## config.mk

```make
export PLATFORM = sky130hd
export DESIGN_NAME = spi3w_cfg_slave
export DESIGN_NICKNAME = d
export VERILOG_FILES = /design/src/rtl/spi3w_pkg.sv /design/src/rtl/spi3w_sync_edge.sv /design/src/rtl/spi3w_cfg_slave.sv
export SDC_FILE = /design/constraint.sdc
export NUM_CORES = 2
export LEC_CHECK = 0
export ABC_AREA = 1
export CORE_ASPECT_RATIO = 0.9
export CORE_MARGIN = 3
export CORE_UTILIZATION = 30
export DETAILED_ROUTE_END_ITERATION = 6
export SETUP_SLACK_MARGIN = 0.3
export SYNTH_ARGS = -nofsm -noshare
export SYNTH_HDL_FRONTEND = slang
export SYNTH_SLANG_ARGS = --single-unit
```

## constraint.sdc

```tcl
create_clock -name clk_20m -period 7.15 [get_ports clk_20m]
set_input_delay 1.43 -clock clk_20m [delete_from_list [all_inputs] [get_ports clk_20m]]
set_output_delay 1.43 -clock clk_20m [all_outputs]
set_load 0.02 [all_outputs]
```

## src/rtl/spi3w_pkg.sv

```systemverilog
// Header layout, byte-count codes and FSM states shared by the
// 3-wire SPI config responder.
package spi3w_pkg;
    localparam int HDR_BITS = 16;
    localparam int RW_BIT   = 15;
    localparam int W_MSB    = 14;
    localparam int W_LSB    = 13;

    typedef enum logic [1:0] {
        W_ONE    = 2'b00,
        W_TWO    = 2'b01,
        W_THREE  = 2'b10,
        W_STREAM = 2'b11
    } bcnt_e;

    typedef enum logic [2:0] {IDLE, INSTR, WDATA, RDATA, DONE} state_e;
endpackage

```

## src/rtl/spi3w_sync_edge.sv

```systemverilog
// Two-flop synchroniser with a delayed copy for single-cycle rise/fall pulses.
module spi3w_sync_edge #(
    parameter logic RST_VAL = 1'b0
) (
    input  logic clk_20m,
    input  logic rstn,
    input  logic d_i,
    output logic sync_o,
    output logic rise_o,
    output logic fall_o
);
    // [0],[1] form the synchroniser, [2] is the previous synchronised value
    logic [2:0] pipe_q;

    always_ff @(posedge clk_20m) begin
        if (!rstn) pipe_q <= {3{RST_VAL}};
        else       pipe_q <= {pipe_q[1:0], d_i};
    end

    assign sync_o = pipe_q[1];
    assign rise_o = pipe_q[1] & ~pipe_q[2];
    assign fall_o = ~pipe_q[1] & pipe_q[2];
endmodule

```

## src/rtl/spi3w_cfg_slave.sv

```systemverilog
// AD9517/AD9434-style 3-wire SPI responder with an 8-bit register file;
// SCLK is oversampled in clk_20m and never used as a clock.
module spi3w_cfg_slave
    import spi3w_pkg::*;
#(
    parameter int                    REG_DEPTH  = 256,
    parameter int                    ADDR_WIDTH = 13,
    parameter logic [7:0]            RESET_VAL  = 8'h00,
    parameter logic [ADDR_WIDTH-1:0] RO_ADDR    = '0,
    parameter logic [7:0]            ID_VAL     = 8'hA5
) (
    input  logic                  clk_20m,
    input  logic                  rstn,
    input  logic                  spi_sclk,
    input  logic                  spi_cs_n,
    input  logic                  spi_sdio_i,
    output logic                  spi_sdio_o,
    output logic                  spi_sdio_t,
    input  logic [ADDR_WIDTH-1:0] loc_rd_addr,
    output logic [7:0]            loc_rd_data,
    output logic                  o_wr_stb,
    output logic [ADDR_WIDTH-1:0] o_wr_addr,
    output logic [7:0]            o_wr_data,
    output logic                  o_busy,
    output logic                  o_frame_err
);
    localparam int                IDX_W   = (REG_DEPTH > 1) ? $clog2(REG_DEPTH) : 1;
    localparam logic [ADDR_WIDTH:0] DEPTH_W = (ADDR_WIDTH+1)'(REG_DEPTH);

    logic sclk_s, sclk_rise, sclk_fall;
    logic [1:0] cs_q, sdio_q;
    logic cs_s, sdio_s;

    spi3w_sync_edge #(.RST_VAL(1'b0)) u_sclk (
        .clk_20m (clk_20m),
        .rstn    (rstn),
        .d_i     (spi_sclk),
        .sync_o  (sclk_s),
        .rise_o  (sclk_rise),
        .fall_o  (sclk_fall)
    );

    // CS resets deasserted so a reset never looks like a frame start
    always_ff @(posedge clk_20m) begin
        if (!rstn) begin
            cs_q   <= 2'b11;
            sdio_q <= 2'b00;
        end else begin
            cs_q   <= {cs_q[0], spi_cs_n};
            sdio_q <= {sdio_q[0], spi_sdio_i};
        end
    end
    assign cs_s   = cs_q[1];
    assign sdio_s = sdio_q[1];

    logic [7:0] mem_q [REG_DEPTH];

    function automatic logic in_range(input logic [ADDR_WIDTH-1:0] a);
        return {1'b0, a} < DEPTH_W;
    endfunction

    function automatic logic [7:0] rd_byte(input logic [ADDR_WIDTH-1:0] a);
        if (a == RO_ADDR) return ID_VAL;
        if (in_range(a))  return mem_q[a[IDX_W-1:0]];
        return 8'h00;
    endfunction

    state_e                state_q, state_d;
    logic [3:0]            bit_cnt_q, bit_cnt_d;
    logic [HDR_BITS-2:0]   sreg_q, sreg_d;
    logic [ADDR_WIDTH-1:0] addr_q, addr_d;
    logic [1:0]            rem_q, rem_d;
    logic                  stream_q, stream_d;
    logic                  load_q, load_d;
    logic [6:0]            tx_q, tx_d;
    logic                  sdio_o_q, sdio_o_d, sdio_t_q, sdio_t_d;
    logic                  wr_stb_q, wr_stb_d;
    logic [ADDR_WIDTH-1:0] wr_addr_q, wr_addr_d;
    logic [7:0]            wr_data_q, wr_data_d;
    logic                  frame_err_q, frame_err_d;
    logic                  busy_q, busy_d;

    logic [HDR_BITS-1:0] hdr;
    logic [7:0]          byte_in, rd_val;
    logic                wr_ok, mem_we, byte_done, sclk_unused;

    assign hdr         = {sreg_q, sdio_s};
    assign byte_in     = {sreg_q[6:0], sdio_s};
    assign rd_val      = rd_byte(addr_q);
    assign wr_ok       = in_range(addr_q) && (addr_q != RO_ADDR);
    assign sclk_unused = sclk_s;

    always_comb begin
        state_d     = state_q;
        bit_cnt_d   = bit_cnt_q;
        sreg_d      = sreg_q;
        addr_d      = addr_q;
        rem_d       = rem_q;
        stream_d    = stream_q;
        load_d      = load_q;
        tx_d        = tx_q;
        sdio_o_d    = sdio_o_q;
        sdio_t_d    = sdio_t_q;
        wr_stb_d    = 1'b0;
        wr_addr_d   = wr_addr_q;
        wr_data_d   = wr_data_q;
        frame_err_d = 1'b0;
        busy_d      = ~cs_s;
        mem_we      = 1'b0;
        byte_done   = 1'b0;

        if (sclk_rise) sreg_d = hdr[HDR_BITS-2:0];

        case (state_q)
            IDLE: begin
                sdio_t_d = 1'b1;
                sdio_o_d = 1'b0;
                if (!cs_s) begin
                    state_d   = INSTR;
                    bit_cnt_d = '0;
                end
            end
            INSTR: if (sclk_rise) begin
                if (bit_cnt_q == 4'd15) begin
                    state_d   = hdr[RW_BIT] ? RDATA : WDATA;
                    addr_d    = hdr[ADDR_WIDTH-1:0];
                    rem_d     = hdr[W_MSB:W_LSB];
                    stream_d  = (hdr[W_MSB:W_LSB] == W_STREAM);
                    load_d    = 1'b1;
                    bit_cnt_d = '0;
                end else begin
                    bit_cnt_d = bit_cnt_q + 4'd1;
                end
            end
            WDATA: if (sclk_rise) begin
                if (bit_cnt_q == 4'd7) begin
                    byte_done = 1'b1;
                    if (wr_ok) begin
                        mem_we    = 1'b1;
                        wr_stb_d  = 1'b1;
                        wr_addr_d = addr_q;
                        wr_data_d = byte_in;
                    end
                end else begin
                    bit_cnt_d = bit_cnt_q + 4'd1;
                end
            end
            RDATA: begin
                // first fall of each byte fetches it; later falls shift it out
                if (sclk_fall) begin
                    sdio_t_d = 1'b0;
                    if (load_q) begin
                        sdio_o_d = rd_val[7];
                        tx_d     = rd_val[6:0];
                        load_d   = 1'b0;
                    end else begin
                        sdio_o_d = tx_q[6];
                        tx_d     = {tx_q[5:0], 1'b0};
                    end
                end
                if (sclk_rise) begin
                    if (bit_cnt_q == 4'd7) begin
                        byte_done = 1'b1;
                        load_d    = 1'b1;
                    end else begin
                        bit_cnt_d = bit_cnt_q + 4'd1;
                    end
                end
            end
            DONE: begin
                sdio_t_d = 1'b1;
                sdio_o_d = 1'b0;
            end
            default: state_d = IDLE;
        endcase

        if (byte_done) begin
            bit_cnt_d = '0;
            addr_d    = addr_q - ADDR_WIDTH'(1);
            if (!stream_q && rem_q == 2'd0) begin
                state_d  = DONE;
                sdio_t_d = 1'b1;
                sdio_o_d = 1'b0;
            end else if (!stream_q) begin
                rem_d = rem_q - 2'd1;
            end
        end

        // a byte completing on the same cycle leaves bit_cnt_d at zero: no error
        if (cs_s && state_q != IDLE) begin
            state_d     = IDLE;
            sdio_t_d    = 1'b1;
            sdio_o_d    = 1'b0;
            frame_err_d = (state_q inside {INSTR, WDATA, RDATA}) && (bit_cnt_d != 4'd0);
        end
    end

    always_ff @(posedge clk_20m) begin
        if (!rstn) begin
            state_q     <= IDLE;
            bit_cnt_q   <= '0;
            sreg_q      <= '0;
            addr_q      <= '0;
            rem_q       <= '0;
            stream_q    <= 1'b0;
            load_q      <= 1'b0;
            tx_q        <= '0;
            sdio_o_q    <= 1'b0;
            sdio_t_q    <= 1'b1;
            wr_stb_q    <= 1'b0;
            wr_addr_q   <= '0;
            wr_data_q   <= '0;
            frame_err_q <= 1'b0;
            busy_q      <= 1'b0;
        end else begin
            state_q     <= state_d;
            bit_cnt_q   <= bit_cnt_d;
            sreg_q      <= sreg_d;
            addr_q      <= addr_d;
            rem_q       <= rem_d;
            stream_q    <= stream_d;
            load_q      <= load_d;
            tx_q        <= tx_d;
            sdio_o_q    <= sdio_o_d;
            sdio_t_q    <= sdio_t_d;
            wr_stb_q    <= wr_stb_d;
            wr_addr_q   <= wr_addr_d;
            wr_data_q   <= wr_data_d;
            frame_err_q <= frame_err_d;
            busy_q      <= busy_d;
        end
    end

    always_ff @(posedge clk_20m) begin
        if (!rstn) begin
            for (int i = 0; i < REG_DEPTH; i++) mem_q[i] <= RESET_VAL;
        end else if (mem_we) begin
            mem_q[addr_q[IDX_W-1:0]] <= byte_in;
        end
    end

    always_comb loc_rd_data = rd_byte(loc_rd_addr);

    assign spi_sdio_o  = sdio_o_q;
    assign spi_sdio_t  = sdio_t_q;
    assign o_wr_stb    = wr_stb_q;
    assign o_wr_addr   = wr_addr_q;
    assign o_wr_data   = wr_data_q;
    assign o_busy      = busy_q;
    assign o_frame_err = frame_err_q;
endmodule
```

# Word level (Yosys, flattened, before mapping)
# Memory sizes are Yosys's and may differ from the RTL's. A register that Yosys moved wholly into a read port is not among the register bits.
# Cells that the tools add are included.
# word_totals
register_bits	79
mem_bits_rw	2048
inputBits	18
out_inout_bits	34
wordCells	137
n_memories	1
# memory_table
name	depth	width	read_ports	rd_ports_with_merged_regs	wr	line_no	rtl
mem_q	256	8	2	1	256	spi3w_cfg_slave.sv:56	logic [7:0] mem_q [REG_DEPTH];
# op_classes
addsub	3
order_cmp	2
n_eq_ne	9
muxes	70
n_bitwise	6
n_reduce_logical	28
# op_table
cell	n
$mux 8	12
$mux 13	4
$mux 1	31
$logic_not 13->1	2
$lt 13x9->1 const B	2
$mux 4	6
$mux 3	5
$reduce_bool 13->1	1
$sub 13x1->13 const B	1
$mux 2	6
$pmux 4 s3	1
$pmux 3 s3	1
$reduce_and 3->1	3
$reduce_bool 2->1	4
$reduce_or 8->1	1
$mux 7	1
$eq 3x2->1 const B	2
$pmux 1 s2	3
$reduce_bool 3->1	2
$reduce_or 2->1	3
$add 4x1->4 const B	1
$eq 4x3->1 const B	1
$eq 4x4->1 const B	1
$logic_and 1x1->1	4
14 further kinds	20

# Depth between registers and ports, before layout
# depth
ltp_word	11
mapped_depth	19
depth_no_buf	15

# Cells and area by module
# A second synthesis with hierarchy kept.
# hier_totals
hier_cells	13213
hier_area_um2	112640.5
# modules_own_cells
module	instances	cells_each	area_each_um2	seq_area_each_um2
spi3w_cfg_slave	1	13200	112540.4	63180.6
spi3w_sync_edge	1	13	100.1	60.1

# Worst setup path before layout
# OpenSTA, ideal clock, no wires.
# synth_path
path_type	in2out
from	in loc_rd_addr[0]
to	out loc_rd_data[2]
t_arrival_ps	3650
t_required_ps	5720
setup_slack_ps	2070
cell_stages	13
path_buffers	5
path_cell_list	buf_2 -> buf_2 -> clkbuf_1 -> clkbuf_1 -> clkbuf_1 -> nor2_1 -> o221ai_1 -> o211ai_1 -> nand3_1 -> nand3_1 -> nand3_1 -> nand3_1 -> o21ai_0
# synth_via
elab_chain_len	5
elab_cells_between_ends	9
classes_between	order compare: 1; mux: 6; reduce/logical: 1; memory: 1
# synth_lines
element	line_no	rtl
start, declared	spi3w_cfg_slave.sv:19	input logic [ADDR_WIDTH-1:0] loc_rd_addr,
branches (longest 4 deep; another with $mem_v2 256x8)	n/a	
$mux 8 (*)	spi3w_cfg_slave.sv:64	if (in_range(a)) return mem_q[a[IDX_W-1:0]];
end, declared	spi3w_cfg_slave.sv:20	output logic [7:0] loc_rd_data,
# Mark *: on every way between the ends. The select of a mux whose other input is x is not followed.

# Final worst setup path
# layout_path
from	in loc_rd_addr[1]
to	out loc_rd_data[3]
# The elaborated chain is that of the path after synthesis.

==> results.md <==
- Chip height: 587 um
- Worst-margin pin slew: 1.37 ns
- Post-synth top area share: 54.6%
- Largest family of logic cells by synthesized area: simple AND/OR/NAND/NOR gates
- DR vias/cell: 5.83
- Netlist cell types: 42
- Most used DFF post-synth: edfxtp_1
- Hold_buf cts: 0
- Fillers: 37.8k
- H-tree levels: 4
- Clk_lat worst skew: 0.95 ns
- Area of the multi-input gates: 0.0445 mm^2
- Register area share after synthesis: 56.2%
- Grt total ovfl: 0
- Final WL: 450,000 um
- Number of CTS-inserted buffers: 228
- Max cap viols: 0
- Post-Syn Area per Cell: 8.52 um^2
- Most common cell after layout, fill and taps aside: nor2_1
- Tcrit/Tclk final: 95.7%
- Dpl cells: 17.3k
- Router iterations before antenna repair: 6
- Share of layout cells above drive strength 1: 5.84%
- Routability Congestion: 0.942
- Row Count: 212
- Crit end category: output pin
- CP most frequent cell: nand3_1
- Lkg Pwr: 41.4 nW
- Pwr per Cell Area: 232 mW/mm^2
- Multiplexer area fraction after synthesis: 0%
- Root Driver: clkbuf_16
- Ys async rst share: 0%
- Setup CP Type: in2out
- Number of flops mapped to enable cells by yosys: 2,048
- Post-DRT Antenna Nets: 0
- Dpl hpwl: 274,000 um
- Width of the die: 652 um
- Initial antenna violation count: 24
- Fin. max-slew vios: 0
- Vias in the first global route: 93.6k
- PortBufs: 51
- Initial DRC Count: 17.4k
- DIE AREA: 0.383 mm^2
- Yosys reg bits: 2,135
- XOR/XNOR share of the synthesized area: 0.0311%
- Yosys top cell by area: edfxtp_1
- TritonCTS clock tree: done
- Clock slew seen by the registers of the worst setup and hold paths: 0.06 ns
- Via count: 103k
- Min cycle time layout: 6.84 ns
- First-pass GRT wire length: 648,000 um
- Fin. Hold Viols: 0
- Final net count: 12.6k
- Layout Skew: 0.0658 ns
- CP Max Fanout: 43
- Final core occ: 33.6%
- Critical Path AT: 5.41 ns
- Global-route usage over all layers: 22.3%
- Peak Freq: 0.146 GHz
- Gate Count Post-Synth: 13.2k
- I/O pins: 52
- Pin count of the biggest net entering global routing: 177
- Clock buffer depth: 4
- Worst slew margin: 8.67%
- Synth warn: 0
- Pwr Total: 0.0290 W
- Crit path max-delay family: buffers and inverters
- Status: completed
- Final setup vio count: 0
- Req. time, crit path: 5.72 ns
- Max VDD drop: 0.259 mV
- Synthesis-to-finish area growth: 11.2%
- RSZ-0062 raised after global routing: false
- Startpoint Class: primary input
- Initial core utilization: 30.2%
- Synth Area in Adders: 0.0778%
- Post-Syn Area: 0.113 mm^2
- CP bufs+invs: 6
- Final Non-Filler Cells: 17.7k
- Clock sink count: 2,135
- Reg area: 0.0633 mm^2
- Most frequent cells in the layout: nor2_1 (3,941), edfxtp_1 (2,048), o21ai_0 (1,950)
- Slowest stage delay, CP: 0.66 ns
- Wire per inst: 25.4 um
- Core Area: 0.372 mm^2
- Compound-Gate Fraction of Synth Area: 15.6%
- Slowest CP cell: clkdlybuf4s50_1
- DR DRC count: 0
- Worst path cell trace: buf_8 > inv_8 > buf_12 > buf_4 > o21ai_0 > o22ai_1 > o211ai_1 > nand3_1 > nand2_1 > nand3_1 > nand3_1 > a21oi_1 > buf_4 > clkdlybuf4s50_1
- Synth area leaders: edfxtp_1 (55%), nor2_1 (13%), o21ai_0 (8.7%)
- Hold Path Class: reg2reg
- Post-Synth Simple-Gate Area: 23.6%
## registers in the layout (all words and copies together) (netlist names), 2 cells and up, named ones only
signal,cells
bit_cnt_q,4
o_wr_addr,13
sreg_q,15
addr_q,13
state_q,3
mem_q,2048
u_sclk.pipe_q,3
rem_q,2
o_wr_data,8
sdio_q,2
cs_q,2
tx_q,7
## repair_timing
action,in CTS,in global routing
setup endpoints to repair,1,0
gates resized for setup,2,0
buffers inserted,0,0
## stage by stage
stage               hold slack [ns]  TNS [ns]  setup WS (ns)  instance area [um^2]
floorplan                     0.390         0           2.07                113000
global placement              0.397    -0.139         -0.139                118000
detailed placement            0.398   -0.0993        -0.0993                118000
CTS                           0.413         0          0.493                125000
global route                  0.436         0          0.301                125000
finish                        0.410         0          0.308                125000
## where the power goes
part           internal [W]  switching (W)
logic              0.000538        0.00173
clock network       0.00699        0.00529
registers            0.0142       0.000315
total                0.0217        0.00733
## worst reg2reg max path, delay by kind of cell, from the launching register on
kind	cells	cell delay, ns
DFF	1	0.40
adders and majority gates	1	0.27
and+or+nand+nor	9	2.70
buffers and inverters	5	1.23
## per-layer routing
metal  up-vias  part of all wire [%]  track usage (%)
met2      7559                    43             32.8
met3      1180                    14             5.76
met4        24                   5.3             10.8
met5         -                 0.039                0
met1     49325                    38             30.5
li1      44972                     -                -
## area by class of cell
type	instances	area share (%)
sequential	2135	50.5
multi-input combinational	9791	35.5
tap	4922	4.92
clock buffer	276	4.76
timing repair buffer	301	2.65
clock inverter	135	1.17
inverter	111	0.421
antenna	6	0.0120
## cells by family after synthesis
group	count (synthesis)
DFF	2135
adders and majority gates	7
buffers and inverters	1293
xor gates and xnor gates	4
AOI/OAI and AO/OA	3144
other	1
and+or+nand+nor	6628
## worst paths after layout
kind,startpoint,endpoint,slack (ns),cells past startpoint
hold reg to reg,sdio_q[0]$_SDFF_PN0_,sdio_q[1]$_SDFF_PN0_,0.41,2
hold / removal,sdio_q[0]$_SDFF_PN0_,sdio_q[1]$_SDFF_PN0_,0.41,2
setup / recovery,loc_rd_addr[1],loc_rd_data[3],0.31,14
setup reg to reg,addr_q[0]$_SDFFE_PN0P_,mem_q[7][1]$_SDFFCE_PN0P_,2.20,15
## Yosys cell counts, types with 11 or more instances
cell type	instances
o21ai_0	1951
nor2_1	3957
o221ai_1	183
a21oi_1	180
buf_1	98
o22ai_1	725
nand2_2	90
nor3_1	14
inv_2	13
nand3_1	1011
o211ai_1	77
clkinv_1	12
clkbuf_1	1010
edfxtp_1	2048
inv_1	86
nand4_1	24
nand2_1	1504
buf_2	58
buf_4	11
dfxtp_1	87
(Power assumes the default switching activity.)
